<file path="src/rtl/rx_frame_pkg.sv">
// Shared definitions for the serial command-frame decoder: FSM encoding,
// frame constants and the checksum rule.
package rx_frame_pkg;

  typedef enum logic [1:0] {
    ST_IDLE     = 2'd0,
    ST_GET_CODE = 2'd1,
    ST_GET_ARG  = 2'd2,
    ST_GET_CHK  = 2'd3
  } rx_state_e;

  localparam logic [7:0] SOF_DEFAULT = 8'hAA;
  localparam int unsigned FRAME_LEN  = 4;

  // Wide enough for the largest legal timeout (2^20-1).
  localparam int unsigned TO_CNT_W = 20;

  function automatic logic [7:0] frame_chk(input logic [7:0] code, input logic [7:0] arg);
    return code ^ arg;
  endfunction

endpackage

</file>
<file path="src/rtl/byte_timeout.sv">
// Inter-byte watchdog: counts idle cycles while enabled and flags the cycle on
// which the TIMEOUT_CYCLES-th consecutive idle cycle completes.
module byte_timeout
  import rx_frame_pkg::*;
#(
  parameter int unsigned TIMEOUT_CYCLES = 50000
) (
  input  logic clk,
  input  logic rst,
  input  logic enable,
  input  logic reload,
  output logic expire
);

  localparam logic [TO_CNT_W-1:0] LAST = TO_CNT_W'(TIMEOUT_CYCLES - 1);

  logic [TO_CNT_W-1:0] cnt_q, cnt_d;

  // A reload on the final cycle suppresses expiry: the arriving byte wins.
  assign expire = enable && !reload && (cnt_q == LAST);

  always_comb begin
    cnt_d = cnt_q + 1'b1;
    if (reload || !enable || expire) begin
      cnt_d = '0;
    end
  end

  always_ff @(posedge clk) begin
    if (rst) begin
      cnt_q <= '0;
    end else begin
      cnt_q <= cnt_d;
    end
  end

endmodule

</file>
<file path="src/rtl/rx_frame_decoder.sv">
// Decodes 4-byte frames (SOF, code, arg, code^arg) from a UART byte stream into
// registered command strobes, with inter-byte timeout and saturating error count.
//
// Handshake: RxD_data_ready is a one-cycle strobe qualifying RxD_data; there is
// no back-pressure, every strobe is consumed on the cycle it is seen.
module rx_frame_decoder
  import rx_frame_pkg::*;
#(
  parameter int unsigned TIMEOUT_CYCLES = 50000,
  parameter logic [7:0]  SOF            = SOF_DEFAULT
) (
  input  logic       clk,
  input  logic       rst,
  input  logic       RxD_data_ready,
  input  logic [7:0] RxD_data,
  output logic       cmd_valid,
  output logic [7:0] cmd_code,
  output logic [7:0] cmd_arg,
  output logic       frame_err,
  output logic [7:0] err_count,
  output logic       busy,
  output rx_state_e  dbg_state
);

  rx_state_e  state_q, state_d;
  logic [7:0] code_q, code_d;
  logic [7:0] arg_q, arg_d;
  logic       cmd_valid_q, cmd_valid_d;
  logic       frame_err_q, frame_err_d;
  logic [7:0] cmd_code_q, cmd_code_d;
  logic [7:0] cmd_arg_q, cmd_arg_d;
  logic [7:0] err_count_q, err_count_d;
  logic       to_expire;

  byte_timeout #(
    .TIMEOUT_CYCLES(TIMEOUT_CYCLES)
  ) u_timeout (
    .clk   (clk),
    .rst   (rst),
    .enable(state_q != ST_IDLE),
    .reload(RxD_data_ready),
    .expire(to_expire)
  );

  always_comb begin
    state_d     = state_q;
    code_d      = code_q;
    arg_d       = arg_q;
    cmd_valid_d = 1'b0;
    frame_err_d = 1'b0;
    cmd_code_d  = cmd_code_q;
    cmd_arg_d   = cmd_arg_q;
    err_count_d = err_count_q;

    if (RxD_data_ready) begin
      unique case (state_q)
        ST_IDLE: begin
          if (RxD_data == SOF) begin
            state_d = ST_GET_CODE;
          end
        end
        ST_GET_CODE: begin
          code_d  = RxD_data;
          state_d = ST_GET_ARG;
        end
        ST_GET_ARG: begin
          arg_d   = RxD_data;
          state_d = ST_GET_CHK;
        end
        ST_GET_CHK: begin
          state_d = ST_IDLE;
          if (RxD_data == frame_chk(code_q, arg_q)) begin
            cmd_valid_d = 1'b1;
            cmd_code_d  = code_q;
            cmd_arg_d   = arg_q;
          end else begin
            frame_err_d = 1'b1;
          end
        end
        default: state_d = ST_IDLE;
      endcase
    end else if (to_expire) begin
      state_d     = ST_IDLE;
      frame_err_d = 1'b1;
    end

    if (frame_err_d && (err_count_q != 8'hFF)) begin
      err_count_d = err_count_q + 8'd1;
    end
  end

  always_ff @(posedge clk) begin
    if (rst) begin
      state_q     <= ST_IDLE;
      code_q      <= '0;
      arg_q       <= '0;
      cmd_valid_q <= 1'b0;
      frame_err_q <= 1'b0;
      cmd_code_q  <= '0;
      cmd_arg_q   <= '0;
      err_count_q <= '0;
    end else begin
      state_q     <= state_d;
      code_q      <= code_d;
      arg_q       <= arg_d;
      cmd_valid_q <= cmd_valid_d;
      frame_err_q <= frame_err_d;
      cmd_code_q  <= cmd_code_d;
      cmd_arg_q   <= cmd_arg_d;
      err_count_q <= err_count_d;
    end
  end

  assign cmd_valid = cmd_valid_q;
  assign frame_err = frame_err_q;
  assign cmd_code  = cmd_code_q;
  assign cmd_arg   = cmd_arg_q;
  assign err_count = err_count_q;
  assign busy      = (state_q != ST_IDLE);
  assign dbg_state = state_q;

endmodule

</file>
<file path="config.mk">
export PLATFORM = sky130hd
export DESIGN_NAME = rx_frame_decoder
export DESIGN_NICKNAME = d
export VERILOG_FILES = /design/src/rtl/rx_frame_pkg.sv /design/src/rtl/byte_timeout.sv /design/src/rtl/rx_frame_decoder.sv
export SDC_FILE = /design/constraint.sdc
export NUM_CORES = 1
export LEC_CHECK = 0
export ABC_AREA = 1
export ABC_CLOCK_PERIOD_IN_PS = 1400
export BUFFER_PORTS_ARGS = -buffer_cell sky130_fd_sc_hd__buf_2
export CORE_MARGIN = 1.5
export CORE_UTILIZATION = 54
export CTS_BUF_LIST = sky130_fd_sc_hd__clkbuf_2 sky130_fd_sc_hd__clkbuf_4 sky130_fd_sc_hd__clkbuf_8
export CTS_CLUSTER_DIAMETER = 50
export DETAILED_ROUTE_END_ITERATION = 8
export GPL_TIMING_DRIVEN = 0
export HOLD_SLACK_MARGIN = 0.12
export PLACE_DENSITY = 0.78
export SLEW_MARGIN = 20
export SYNTH_ARGS = -nofsm -noshare
export SYNTH_HDL_FRONTEND = slang
export SYNTH_SLANG_ARGS = --single-unit
</file>
<file path="constraint.sdc">
create_clock -name clk -period 1.4 [get_ports clk]
set_input_delay 0.07 -clock clk [delete_from_list [all_inputs] [get_ports clk]]
set_output_delay 0.07 -clock clk [all_outputs]
set_load 0.02 [all_outputs]
</file>
# [Word level (Yosys, flattened, before mapping)]
# Index checks and enable logic that the tools add are counted.
[totals] out_inout_bits=29 reg_bits=64 inputBits=11 elab_cells=47
[op_classes] bitwise=3 n_reduce_logical=16 addsub=2 mux=9 n_eq_ne=8
[ops] cell="20-bit by 1-bit adder with 20-bit output (second input constant)" count=1
[ops] cell="20-bit by 16-bit equality test with 1-bit output (second input constant)" count=1
[ops] cell="8-bit by 1-bit adder with 8-bit output (second input constant)" count=1
[ops] cell="8-bit equality test" count=1
[ops] cell="8-bit equality test (second input constant)" count=1
[ops] cell="8-bit inequality test (second input constant)" count=1
[ops] cell="2-bit case mux with 4 select lines" count=1
[ops] cell="8-bit XOR" count=1
[ops] cell="2-bit two-way mux" count=3
[ops] cell="2-bit AND reduction" count=3
[ops] cell="1-bit two-way mux" count=5
[ops] cell="2-bit equality test (second input constant)" count=2
[ops] cell="2-bit nonzero test" count=2
[ops] cell="1-bit logical AND" count=3
[ops] cell="3-bit inequality test (second input constant)" count=1
[ops] cell="3-bit AND reduction" count=1
[ops] cell="3-bit OR reduction" count=1
[ops] cell="2-bit by 1-bit equality test with 1-bit output (second input constant)" count=1
[ops] cell="1-bit zero test" count=2
[ops] cell="2-bit zero test" count=1
[ops] cell="1-bit logical OR" count=2
[ops] cell="1-bit NOT" count=2
[ops] cell="2-bit OR reduction" count=1

# [Logic depth before layout (Yosys ltp)]
[logic_depth] word_depth=6 depth_mapped=14

# [By module]
# A second synthesis with hierarchy kept.
[hier_totals] hier_cells=448 area_unflattened_um2=3135.5
[modules_own_cells] module="rx_frame_decoder" seq_area_each_um2=880.8 instances=1 cells_each=292 area_each_um2=2082.0
[modules_own_cells] module="byte_timeout" seq_area_each_um2=400.4 instances=1 cells_each=156 area_each_um2=1053.5

# [Least setup slack after synthesis]
# No wires, ideal clock.
[synth_path] path_kind="reg-to-reg" from="register state_q[0], in the netlist dbg_state[0]" to="register err_count_q[0], in the netlist err_count[0]" period_less_slack_ps=1606 n_path_buf=1 stages_incl_launch_ff=10 setup_ps=115 arrival_time_ps=1491 path_slack_ps=-206 path_cell_list="dfxtp_1 > inv_1 > ha_1 > nor2_1 > nand4_2 > nand2_2 > buf_6 > nand3_1 > nand2_1 > nor2_1"
[synth_between] elab_chain_cells=6 word_cells_on_any_way=8
[synth_rtl] item="start, declared" line="rx_frame_decoder.sv:25" text="rx_state_e state_q, state_d;"
[synth_rtl] item="start signal, assigned" line="rx_frame_decoder.sv:103" text="state_q <= state_d;"
[synth_rtl] item="2-bit nonzero test" line="rx_frame_decoder.sv:40" text=".enable(state_q != ST_IDLE),"
[synth_rtl] item="1-bit logical AND (2 in a row)" line="byte_timeout.sv:20" text="assign expire = enable && !reload && (cnt_q == LAST);"
[synth_rtl] item="1-bit two-way mux" line="rx_frame_decoder.sv:82" text="end else if (to_expire) begin"
[synth_rtl] item="1-bit two-way mux (*)" line="rx_frame_decoder.sv:55" text="if (RxD_data_ready) begin"
[synth_rtl] item="1-bit logical AND (*)" line="rx_frame_decoder.sv:87" text="if (frame_err_d && (err_count_q != 8'hFF)) begin"
[synth_rtl] item="end signal, assigned" line="rx_frame_decoder.sv:110" text="err_count_q <= err_count_d;"
[synth_rtl] item="end, declared" line="rx_frame_decoder.sv:32" text="logic [7:0] err_count_q, err_count_d;"
# Mark *: on every way between the ends. The rest lies on a longest branch, timed or not.
# A chain may end at the register's enable or synchronous reset.

# [Final worst setup path]
[layout_path] from="register arg_q[3]" to="register cmd_arg_q[2], in the netlist cmd_arg[2]"
[layout_between] elab_chain_cells=3
[layout_rtl] item="start, declared" line="rx_frame_decoder.sv:27" text="logic [7:0] arg_q, arg_d;"
[layout_rtl] item="start signal, assigned" line="rx_frame_decoder.sv:105" text="arg_q <= arg_d;"
[layout_rtl] item="8-bit XOR" line="rx_frame_pkg.sv:19" text="return code ^ arg;"
[layout_rtl] item="8-bit equality test" line="rx_frame_decoder.sv:72" text="if (RxD_data == frame_chk(code_q, arg_q)) begin"
[layout_rtl] item="3-bit AND reduction (no source line)"
[layout_rtl] item="end signal, assigned" line="rx_frame_decoder.sv:109" text="cmd_arg_q <= cmd_arg_d;"
[layout_rtl] item="end, declared" line="rx_frame_decoder.sv:31" text="logic [7:0] cmd_arg_q, cmd_arg_d;"
# No other way between the ends.

==> results.toml <==
[final_layout]
area.growth.synth_to_final_pct = 46.2
fin_util = 0.812
drive_above_1_share = 0.483
num_antenna_cells = 0
fillers = 349
nNetsFinal = 530
final_cells = 588

[synth]
ys_warn_count = 0
synth_commonest_cells = "nand2_1, dfxtp_1, inv_1"
synthesis.area_um2 = 3040
synth_top_area_frac = 0.421
synth_cell_types = 33
syn_area_per_cell_um2 = 7.26
synth_nets = 436
synth_area_leaders = "dfxtp_1, nand2_1, a21oi_1, inv_1, o21ai_0"
synthMostInstantiatedCell = "nand2_1"
syn_inst = 419
synth_ff_type = "dfxtp_1"
async_flop_share = 0
ys_seq_elements = 64
yosys.area.top_type = "dfxtp_1"
yosysSeqAreaShare = 0.421
synth_edf_count = 0

[setup_path]
crit_required_ns = 1.63
worst-path-max-fanout = 8
critPathSlowestCell = "dfxtp_2"
crit_top_cell = "nand2_2"
crit_path_max_incr_delay_ns = 0.35
cp.buffers_inverters = 2
cp-end-kind = "flop"
r2r_end = "cmd_arg[2]"
crit_path_start_kind = "flop"
worst-r2r-cell-count = 10
crit_arrival_ns = 1.85
crit_type = "reg -> reg"
worst-path-stages = 10
worstPathCellList = "inv_1, nand2_2, nand3b_1, nand2_1, nand2_2, nor2_4, nand3_4, buf_4, o21ai_1, a21oi_1"
r2r_start = "arg_q[3]"
critical-path-top-delay-family = "simple AND/OR/NAND/NOR gates"
r2r_setup_slack_ns = -0.21

[floorplan]
die-area_um2 = 6090
start_util = 0.556
ios = 40
coreArea_um2 = 5470
die_w_um = 78.0
die_h_um = 78.0
rows = 27

[routing]
drt-initial-drc-count = 137
ant_nets = 0
dr.pass1.iters = 4
drc = 0
via_per_inst = 5.53
detailroute.via_count = 3254
routed_wl_um = 9380
drt-wirelength-per-cell_um = 16.0

[placement]
portBuffers = 38
gp_congestion = 0.839
dpl.cell_count = 529
place_ws_ns = -0.218
hpwlAfterDp_um = 4830

[sta]
worst_pin_slew_ns = 0.618
finalSetupViolations = 47
setup-tns-final_ns = -4.61
fin_skew_ns = 0.00863
min_period_over_period = 1.15
rsz0062_at_grt = "yes"
setup_ws_ns = -0.211
finalHoldViolations = 0
min_period_ns = 1.61
slew_headroom = 0.588
clock.fmax_ghz = 0.621
drv_slew = 0

[cts]
cts.sinks = 64
cts_max_level = 3
cts.clk_slew.worst_paths_ns = 0.07
cts_buffer_depth = 2
cts_tree = "done"
numCtsBuffers = 9
clk_latency_ns = 0.35
clockRootBuffer = "clkbuf_8"

[grt]
grt_first_pass_wirelength_um = 12600
met2_usage = 0.429
grt_remaining_overflow = 0
grt_max_degree = 11
top_usage_layer = "met2"
grt_usage = 0.263
grtUsageMet1 = 0.333
antenna_found_initial = 0
grt_use_met3 = 0.0442
grt_pass1_vias = 2786

[min_path]
min_to = "err_count[4]"
holdCritStartpoint = "rst"
hold_class = "in -> reg"
hold_depth = 2

[run_status]
status = "finished with violations"
violations = "setup timing"

[power]
vdd_drop_max_v = 0.000571
leakagePower_uw = 0.00188
power_density_nw_per_um2 = 763

[job]
drv_cap = 0
[cell usage in the layout, fill, tap and decap left out, types with 7 or more instances in the layout]
| cell | Yosys | routed |
|---|---|---|
| clkbuf_8 | 0 | 10 |
| nand3_1 | 28 | 18 |
| o21ai_2 | 0 | 14 |
| buf_2 | 4 | 38 |
| a21oi_2 | 0 | 17 |
| o21ai_0 | 36 | 19 |
| nand2_2 | 4 | 19 |
| nand3_2 | 4 | 11 |
| dfxtp_1 | 64 | 38 |
| xor2_1 | 7 | 7 |
| dfxtp_4 | 0 | 10 |
| nor2_4 | 2 | 7 |
| buf_4 | 0 | 30 |
| dlygate4sd3_1 | 0 | 9 |
| nand2_4 | 1 | 9 |
| nand2_1 | 84 | 61 |
| inv_1 | 56 | 44 |
| a21oi_1 | 52 | 35 |
| dfxtp_2 | 0 | 16 |
| nor2_1 | 22 | 16 |
| buf_6 | 1 | 9 |
| inv_2 | 9 | 19 |
[flip-flops by register name (all words and copies together) (netlist names)]
| name | flops |
|---|---|
| cmd_code | 8 |
| cmd_arg | 8 |
| dbg_state | 2 |
| err_count | 8 |
| arg_q | 8 |
| frame_err | 1 |
| cmd_valid | 1 |
| u_timeout.cnt_q | 20 |
| code_q | 8 |
[where the power goes]
group | switching, uW | total (uW) | internal (uW)
Sequential | 1.31 | 1800 | 1800
Combinational | 103 | 169 | 66.4
Clock | 691 | 1420 | 729
[routing by layer]
metal	vias up	share of wire	routed length [um]
li1	1545	-	-
met1	1535	0.40	3760
met2	137	0.51	4770
met3	37	0.049	455
met4	0	0.041	388
met5	-	0	0
[worst register-to-register path: cells and delay by family, from the launching register on]
kind / cells / cell delay, ns
AO/OA/AOI/OAI: 2 / 0.25
buffers and inverters: 2 / 0.25
flip-flops: 1 / 0.35
AND/OR/NAND/NOR: 6 / 0.66
[cell families (layout without fill, tap and decap cells)]
kind of cell               count (synthesis)  after routing  share of synthesized area
AOI/OAI and AO/OA                         93             93                      0.156
xor gates and xnor gates                   9              9                     0.0259
adders and majority gates                  6              6                     0.0247
buffers and inverters                     77            174                      0.100
DFF                                       64             64                      0.421
and+or+nand+nor                          170            170                      0.272
[layout make-up]
class / instances / area (um^2) / share of cell area
repair buffers: 83 / 594 / 0.134
inverters: 65 / 249 / 0.0560
multi-input cells: 278 / 1900 / 0.427
plain buffers: 12 / 108 / 0.0242
well taps: 72 / 90.1 / 0.0203
clock buffers: 13 / 160 / 0.0360
clock inverters: 1 / 5.00 / 0.00113
flip-flops and latches: 64 / 1340 / 0.301
[per-stage QoR]
stage / hold slack, ns / area (um^2) / total power, uW
after floorplan: 0.219 / 3090 / 1920
after global placement: 0.395 / 3370 / 1960
after detailed placement: 0.399 / 3370 / 1960
after CTS: 0.127 / 3990 / 3370
after global routing: 0.229 / 4440 / 3480
final: 0.212 / 4440 / 3390
[repair_timing]
item / in CTS / in global routing
hold buffers: 9 / 0
endpoints found under the hold margin: 18 / 0
buffers inserted: 18 / 13
pin swaps: 18 / 30
setup endpoints to repair: 61 / 52
cloned: 4 / 1
resized for setup: 83 / 104
[worst max path at each step]
| stage | startpoint | to | slack (ns) |
|---|---|---|---|
| 6_report | arg_q[3] | cmd_arg[2] | -0.21 |
| 5_1_grt | u_timeout.cnt_q[9] | err_count[4] | -0.30 |
| 4_1_cts | u_timeout.cnt_q[0] | err_count[1] | -0.11 |
| 3_5_place_dp | u_timeout.cnt_q[0] | err_count[1] | -0.22 |
| 3_3_place_gp | u_timeout.cnt_q[0] | err_count[1] | -0.18 |
| 2_1_floorplan | u_timeout.cnt_q[1] | err_count[0] | 0.001 |
(Power assumes the default switching activity.)
